## src/rtl/powlib_busdist_lane.sv

```systemverilog
// Address-decoded fan-out of one bus writer into B_RDS lanes, each with its own FIFO.
// Latency: 2 edges from input acceptance to lane valid (one s0 register stage, one FIFO write).
// Backpressure: wrrdy drops while s0 targets a full lane, which stalls all lanes and keeps global order.
module powlib_busdist_lane #(
  parameter string                  ID      = "BUSDIST",
  parameter int                     EDBG    = 0,
  parameter int                     B_RDS   = 4,
  parameter int                     B_AW    = 2,
  parameter int                     B_DW    = 4,
  parameter logic [B_RDS*B_AW-1:0]  B_BASES = '0,
  parameter logic [B_RDS*B_AW-1:0]  B_SIZES = {B_RDS{B_AW'(1)}},
  parameter int                     D       = 4,
  parameter int                     DCW     = 8
) (
  input  logic                    clk,
  input  logic                    rst,
  input  logic [B_DW-1:0]         wrdata,
  input  logic [B_AW-1:0]         wraddr,
  input  logic                    wrvld,
  output logic                    wrrdy,
  output logic [B_RDS*B_DW-1:0]   rddatas,
  output logic [B_RDS*B_AW-1:0]   rdaddrs,
  output logic [B_RDS-1:0]        rdvlds,
  input  logic [B_RDS-1:0]        rdrdys,
  output logic [DCW-1:0]          dropcnt,
  output logic                    dropped
);

  localparam int PW = $clog2(D);
  localparam int CW = PW + 1;
  localparam int EW = B_AW + B_DW;

  // Elaboration-time parameter sanity; ID tags the message so the failing instance is obvious.
  if (B_RDS < 1 || B_RDS > 16) begin : g_bad_rds
    $error("%s: B_RDS must be in 1..16", ID);
  end
  if (D < 2 || (D & (D - 1)) != 0) begin : g_bad_depth
    $error("%s: D must be a power of 2 and at least 2", ID);
  end
  if (EDBG != 0 && EDBG != 1) begin : g_bad_edbg
    $error("%s: EDBG must be 0 or 1", ID);
  end

  // Stage s0 holds the decoded word waiting to be written into its lane.
  logic [B_DW-1:0]  s0_dat_q,  s0_dat_d;
  logic [B_AW-1:0]  s0_addr_q, s0_addr_d;
  logic [B_RDS-1:0] s0_sel_q,  s0_sel_d;
  logic             s0_miss_q, s0_miss_d;
  logic             s0_vld_q,  s0_vld_d;

  // Per-lane circular buffers; pointers wrap naturally because D is a power of 2.
  logic [EW-1:0]    mem_q  [B_RDS][D];
  logic [EW-1:0]    mem_d  [B_RDS][D];
  logic [PW-1:0]    rptr_q [B_RDS];
  logic [PW-1:0]    rptr_d [B_RDS];
  logic [PW-1:0]    wptr_q [B_RDS];
  logic [PW-1:0]    wptr_d [B_RDS];
  logic [CW-1:0]    cnt_q  [B_RDS];
  logic [CW-1:0]    cnt_d  [B_RDS];

  logic [DCW-1:0]   dropcnt_q, dropcnt_d;
  logic             dropped_q, dropped_d;

  logic [B_RDS-1:0] dec_match;
  logic [B_RDS-1:0] dec_sel;
  logic             dec_miss;
  logic             sel_full;
  logic             s0_drain;
  logic             wr_xfer;
  logic [B_RDS-1:0] push;
  logic [B_RDS-1:0] pop;

  // Range decode on the incoming address; one extra bit so base+size never wraps.
  always_comb begin
    logic [B_AW:0] a;
    logic [B_AW:0] lo;
    logic [B_AW:0] sz;
    a         = {1'b0, wraddr};
    lo        = '0;
    sz        = '0;
    dec_match = '0;
    dec_sel   = '0;
    for (int i = 0; i < B_RDS; i++) begin
      lo           = {1'b0, B_BASES[i*B_AW +: B_AW]};
      sz           = {1'b0, B_SIZES[i*B_AW +: B_AW]};
      dec_match[i] = (sz != '0) && (a >= lo) && (a < lo + sz);
    end
    // Walk from the top so the lowest matching index is the one left standing.
    for (int i = B_RDS - 1; i >= 0; i--) begin
      if (dec_match[i]) begin
        dec_sel    = '0;
        dec_sel[i] = 1'b1;
      end
    end
    dec_miss = (dec_match == '0);
  end

  // s0 drain/accept control; wrrdy depends only on s0 state and lane fill, never on wrvld.
  always_comb begin
    sel_full = 1'b0;
    for (int i = 0; i < B_RDS; i++) begin
      if (s0_sel_q[i] && cnt_q[i] == CW'(D)) sel_full = 1'b1;
    end
    s0_drain = s0_vld_q && (s0_miss_q || !sel_full);
    wrrdy    = !rst && (!s0_vld_q || s0_drain);
    wr_xfer  = wrvld && wrrdy;
  end

  // s0 next state: load on an input transfer, otherwise empty out once drained.
  always_comb begin
    s0_dat_d  = s0_dat_q;
    s0_addr_d = s0_addr_q;
    s0_sel_d  = s0_sel_q;
    s0_miss_d = s0_miss_q;
    s0_vld_d  = s0_vld_q;
    if (wr_xfer) begin
      s0_dat_d  = wrdata;
      s0_addr_d = wraddr;
      s0_sel_d  = dec_sel;
      s0_miss_d = dec_miss;
      s0_vld_d  = 1'b1;
    end else if (s0_drain) begin
      s0_vld_d  = 1'b0;
    end
  end

  // Lane outputs come straight from each FIFO head.
  always_comb begin
    rddatas = '0;
    rdaddrs = '0;
    rdvlds  = '0;
    for (int i = 0; i < B_RDS; i++) begin
      rdvlds[i] = (cnt_q[i] != '0);
      {rdaddrs[i*B_AW +: B_AW], rddatas[i*B_DW +: B_DW]} = mem_q[i][rptr_q[i]];
    end
  end

  // FIFO push/pop bookkeeping; a simultaneous push and pop leaves the count unchanged.
  always_comb begin
    mem_d = mem_q;
    push  = '0;
    pop   = '0;
    for (int i = 0; i < B_RDS; i++) begin
      rptr_d[i] = rptr_q[i];
      wptr_d[i] = wptr_q[i];
      cnt_d[i]  = cnt_q[i];
      push[i]   = s0_drain && !s0_miss_q && s0_sel_q[i];
      pop[i]    = rdvlds[i] && rdrdys[i];
      if (push[i]) begin
        mem_d[i][wptr_q[i]] = {s0_addr_q, s0_dat_q};
        wptr_d[i]           = wptr_q[i] + PW'(1);
      end
      if (pop[i]) begin
        rptr_d[i] = rptr_q[i] + PW'(1);
      end
      case ({push[i], pop[i]})
        2'b10:   cnt_d[i] = cnt_q[i] + CW'(1);
        2'b01:   cnt_d[i] = cnt_q[i] - CW'(1);
        default: cnt_d[i] = cnt_q[i];
      endcase
    end
  end

  // Unrouted words are counted (saturating) and latched into a sticky flag as they drain.
  always_comb begin
    dropcnt_d = dropcnt_q;
    dropped_d = dropped_q;
    if (s0_drain && s0_miss_q) begin
      dropped_d = 1'b1;
      if (dropcnt_q != '1) dropcnt_d = dropcnt_q + DCW'(1);
    end
    dropcnt = dropcnt_q;
    dropped = dropped_q;
  end

  // Control state; reset discards anything in flight.
  always_ff @(posedge clk or posedge rst) begin
    if (rst) begin
      s0_dat_q  <= '0;
      s0_addr_q <= '0;
      s0_sel_q  <= '0;
      s0_miss_q <= 1'b0;
      s0_vld_q  <= 1'b0;
      dropcnt_q <= '0;
      dropped_q <= 1'b0;
      for (int i = 0; i < B_RDS; i++) begin
        rptr_q[i] <= '0;
        wptr_q[i] <= '0;
        cnt_q[i]  <= '0;
      end
    end else begin
      s0_dat_q  <= s0_dat_d;
      s0_addr_q <= s0_addr_d;
      s0_sel_q  <= s0_sel_d;
      s0_miss_q <= s0_miss_d;
      s0_vld_q  <= s0_vld_d;
      dropcnt_q <= dropcnt_d;
      dropped_q <= dropped_d;
      for (int i = 0; i < B_RDS; i++) begin
        rptr_q[i] <= rptr_d[i];
        wptr_q[i] <= wptr_d[i];
        cnt_q[i]  <= cnt_d[i];
      end
    end
  end

  // Payload storage needs no reset: counts gate every read.
  always_ff @(posedge clk) begin
    mem_q <= mem_d;
  end

endmodule

```

## config.mk

```make
export PLATFORM = sky130hd
export DESIGN_NAME = powlib_busdist_lane
export DESIGN_NICKNAME = d
export VERILOG_FILES = /design/src/rtl/powlib_busdist_lane.sv
export SDC_FILE = /design/constraint.sdc
export NUM_CORES = 1
export LEC_CHECK = 0
export ABC_AREA = 0
export BUFFER_PORTS_ARGS = -buffer_cell sky130_fd_sc_hd__clkbuf_2
export CAP_MARGIN = 20
export CORE_ASPECT_RATIO = 1.5
export CORE_MARGIN = 2
export CORE_UTILIZATION = 41
export CTS_CLUSTER_SIZE = 8
export DETAILED_ROUTE_END_ITERATION = 6
export HOLD_SLACK_MARGIN = 0.06
export PLACE_DENSITY = 0.7
export SYNTH_ARGS = -nofsm -noshare
export SYNTH_HDL_FRONTEND = slang
export SYNTH_SLANG_ARGS = --single-unit
```

## constraint.sdc

```tcl
create_clock -name clk -period 1.95 [get_ports clk]
set_clock_uncertainty 0.2 [all_clocks]
set_input_delay 0.0975 -clock clk [delete_from_list [all_inputs] [get_ports clk]]
set_output_delay 0.0975 -clock clk [all_outputs]
set_load 0.01 [all_outputs]
```

==> metrics.log <==
[metrics] DR vias/cell: 4.62
[metrics] wire length on met3: around 130 µm
[metrics] overall power of the completed layout: between 4 and 5 mW
[metrics] largest net degree at the start of global routing: 29
[metrics] via count of the first global-routing pass: 1578
[metrics] length of routed wiring on met1: 1560 µm
[metrics] drt initial violations: 77
[metrics] antenna violations before repair: 0
[metrics] Seq/Total Area, Yosys: 58.5%
[metrics] amount of wire on met2 after detailed routing: around 2500 µm
[metrics] total leakage power: 1.48 nW
[metrics] core utilization of the finished layout: 51.8%
[metrics] Critical Path Start Type: flip-flop
[metrics] setup slack after layout: -21.0 ps
[metrics] startpoint of the most critical register-to-register path: s0_vld_q
[metrics] largest incremental delay on the critical path: 370 ps
[metrics] remaining antenna violation count: 0
[metrics] failing checks: negative setup slack
[metrics] arrival time at the worst endpoint: 2020 ps
[metrics] clock tree from TritonCTS: yes
[metrics] cell count after placement: 310
[metrics] class of the tightest hold or removal check: in2async
[metrics] fraction of final layout cells sized beyond drive strength 1: 32.7%
[metrics] Chip Width: between 70 and 80 µm
[metrics] total negative slack for setup checks: -21.0 ps
[metrics] post-layout net count: around 280
[metrics] All-Layer GR Usage: 13.6%
[metrics] total setup violations reported at the end of the flow: 1
[metrics] deepest level of the CTS H-tree: 3
[metrics] number of cell instances on the worst register-to-register path: 9
[metrics] worst reg2reg setup slack: -20 ps
[metrics] Residual DRC: 0
[metrics] clock-pin slew of the registers on the worst-case setup and hold paths: around 60 ps
[metrics] synth unique cells: 34
[metrics] Root Driver: clkbuf_8
[metrics] required time at the endpoint of the critical path: 2000 ps
[metrics] fin area: 3340 µm²
[metrics] number of warnings issued by yosys: 0
[metrics] total of fill cells in the finished design: 558
[metrics] Peak Freq: a little over 0.5 GHz
[metrics] area of the placeable core: 6440 µm²
[metrics] routed length per placed instance: 12.8 µm
[metrics] clock sink total: 58
[metrics] clock latency on the worst-skew pair: 330 ps
[metrics] slowest stage cell, crit path: dfrtp_1
[metrics] Reg-to-Reg End: cnt_q[11]
[metrics] Final min period: 1970 ps
[metrics] full die area: 7230 µm²
[metrics] Crit. End Element: flip-flop
[metrics] remaining global-route overflow: 0
[metrics] number of standard cells after synthesis: 195
[metrics] Max rail drop VDD: 0.000545 V
[metrics] Placement Cell Area: ~3000 µm²
[metrics] critical path class: reg2reg
[metrics] count of buffers inserted at the top-level ports: 32
[metrics] setup repair after global routing missed its margin: yes
[metrics] HPWL after detailed placement: 3300 µm
[metrics] Tcrit/Tclk final: 101%
[metrics] worst-path fanout max: 2
[metrics] growth of design area from synthesis to finish: 24.3%
[metrics] final hold vios: 0
[metrics] first-pass GRT wire length: 7240 µm
[metrics] power per cell area: 1330 nW/µm²
[metrics] chain of cells forming the critical path: and3b_2 -> a21boi_4 -> inv_2 -> ha_4 -> inv_2 -> fa_2 -> xor2_1 -> nor2_1 -> xor2_1
[metrics] Die Y-Extent: slightly above 100 µm
[metrics] count of pins on the block boundary: 51
[metrics] pins over their slew limit: 0
[metrics] maximum buffer depth of the clock tree: 2
[metrics] weighted congestion at the end of routability-driven global placement: 0.756
[metrics] per-instance average area after synthesis: 13.8 µm²
[metrics] post-route non-filler standard cell count: 339
[metrics] max-capacitance violation count: 0
[metrics] result of the run: finished with violations
[metrics] number of iterations in the first detailed-routing pass: 4
[metrics] flop and latch count out of synthesis: 58
[metrics] count of vias placed by the detailed router: 1566
[metrics] Initial Util: 41.7%
[metrics] number of rows in the core area: 36
[metrics] TritonCTS buffer count: 9
[metrics] count of antenna diodes in the layout: 0
[metrics] Detailed Route WL: 4340 µm
[metrics] uppermost layer routed: met4
[metrics] total standard cell area after synthesis: 2690 µm²
## stage by stage
step,hold slack (ps),setup WS [ps]
final,63.8,-21.0
after detailed placement,-130,-87.7
after global placement,-130,-27.5
after CTS,63.1,-39.6
after global routing,116,-93.3
after floorplan,39.1,-108
## worst max-delay path by stage
stage	from	end	slack, ps
after floorplan	s0_miss_q	cnt_q[11]	-110
after global placement	s0_sel_q[0]	cnt_q[11]	-30
after detailed placement	s0_sel_q[0]	cnt_q[11]	-90
after CTS	s0_sel_q[0]	cnt_q[11]	-40
after global routing	s0_vld_q	cnt_q[11]	-90
final	s0_vld_q	cnt_q[11]	-20
## logic make-up after synthesis
kind of cell | count (synthesis) | synth area share [%]
compound gates | 13 | 4.10
other cells | 1 | 0.140
buf+inv | 36 | 7.59
xor+xnor | 13 | 4.24
simple gates | 39 | 7.59
flops | 58 | 58.5
mux | 22 | 11.5
fa+ha+maj | 13 | 6.33
## layout make-up
class                   instances  area [µm²]  area share, %
repair buffers                 56         370           11.1
inverters                      15        56.3           1.69
multi-input cells             118        1000           30.0
clock inverters                 5         103           3.07
well taps                      76        95.1           2.85
clock buffers                  11         141           4.23
flip-flops and latches         58        1570           47.1
## what timing repair did
action	in CTS	in global routing
setup endpoints to repair	7	1
resized for setup	3	0
hold buffers	12	0
endpoints found under the hold margin	53	0
setup buffers	0	1
pin swaps	1	4
## metal layers
metal	up-vias	track usage, %
met4	0	8.14
met1	763	13.1
met5	-	0
met3	6	4.50
met2	27	25.3
li1	770	-
## state kept, by name, indices dropped and copies added, names as in the netlist, 2 cells and up
signal	flops
mem_q	24
cnt_q	12
dropcnt	8
s0_dat_q	4
rptr_q	2
s0_addr_q	2
wptr_q	2
## cell usage in the layout (no fill, tap or decap), types with 2 or more instances in the layout
cell type	count
a21o_1	4
and2_1	4
buf_4	12
bufinv_16	3
clkbuf_2	32
clkbuf_8	10
conb_1	18
dfrtp_1	33
dlygate4sd3_1	12
edfxtp_1	24
ha_1	11
inv_1	13
inv_2	2
mux2_2	12
mux2i_1	4
mux4_2	6
nand2_1	10
nand2b_1	6
nand3_1	5
nand4_1	2
nor2_1	3
nor3_1	4
o211ai_1	2
xnor2_1	10
xor2_1	3
## worst max-delay path: cells and delay by family (launching register included)
kind            cells  cell delay (ps)
fa+ha+maj           2              450
compound gates      1              140
buf+inv             2              100
simple gates        2              340
xor+xnor            2              290
flops               1              370
## power by group
group / internal, mW / switching (mW)
logic: 0.673 / 0.587
clock network: 0.882 / 0.456
registers: 1.55 / 0.281
total: 3.10 / 1.32
## synthesized netlist by cell type
cell type / number / area share (%)
mux2_2: 12 / 5.0
a21boi_2: 1 / 0.42
edfxtp_1: 24 / 27
o211ai_1: 2 / 0.56
o31a_1: 1 / 0.33
nand2b_1: 6 / 1.4
and2_1: 4 / 0.93
fa_1: 1 / 0.74
clkbuf_1: 1 / 0.14
nor2_1: 4 / 0.56
and3_1: 1 / 0.23
a31oi_1: 1 / 0.23
buf_2: 1 / 0.19
o21bai_1: 1 / 0.28
and4_1: 1 / 0.33
and3b_2: 1 / 0.37
o21ai_0: 2 / 0.37
dfrtp_1: 34 / 32
xor2_1: 3 / 0.98
or3_1: 1 / 0.23
nor3_1: 4 / 0.74
nand2_1: 10 / 1.4
xnor2_1: 10 / 3.3
nand4_1: 2 / 0.47
buf_1: 1 / 0.14
conb_1: 1 / 0.14
mux4_2: 6 / 5.0
a31oi_4: 1 / 0.79
a21o_1: 4 / 1.1
ha_1: 12 / 5.6
inv_1: 15 / 2.1
mux2i_1: 4 / 1.5
nand3_1: 5 / 0.93
buf_4: 18 / 5.0
Note: power is estimated with default switching activity, not from simulation.
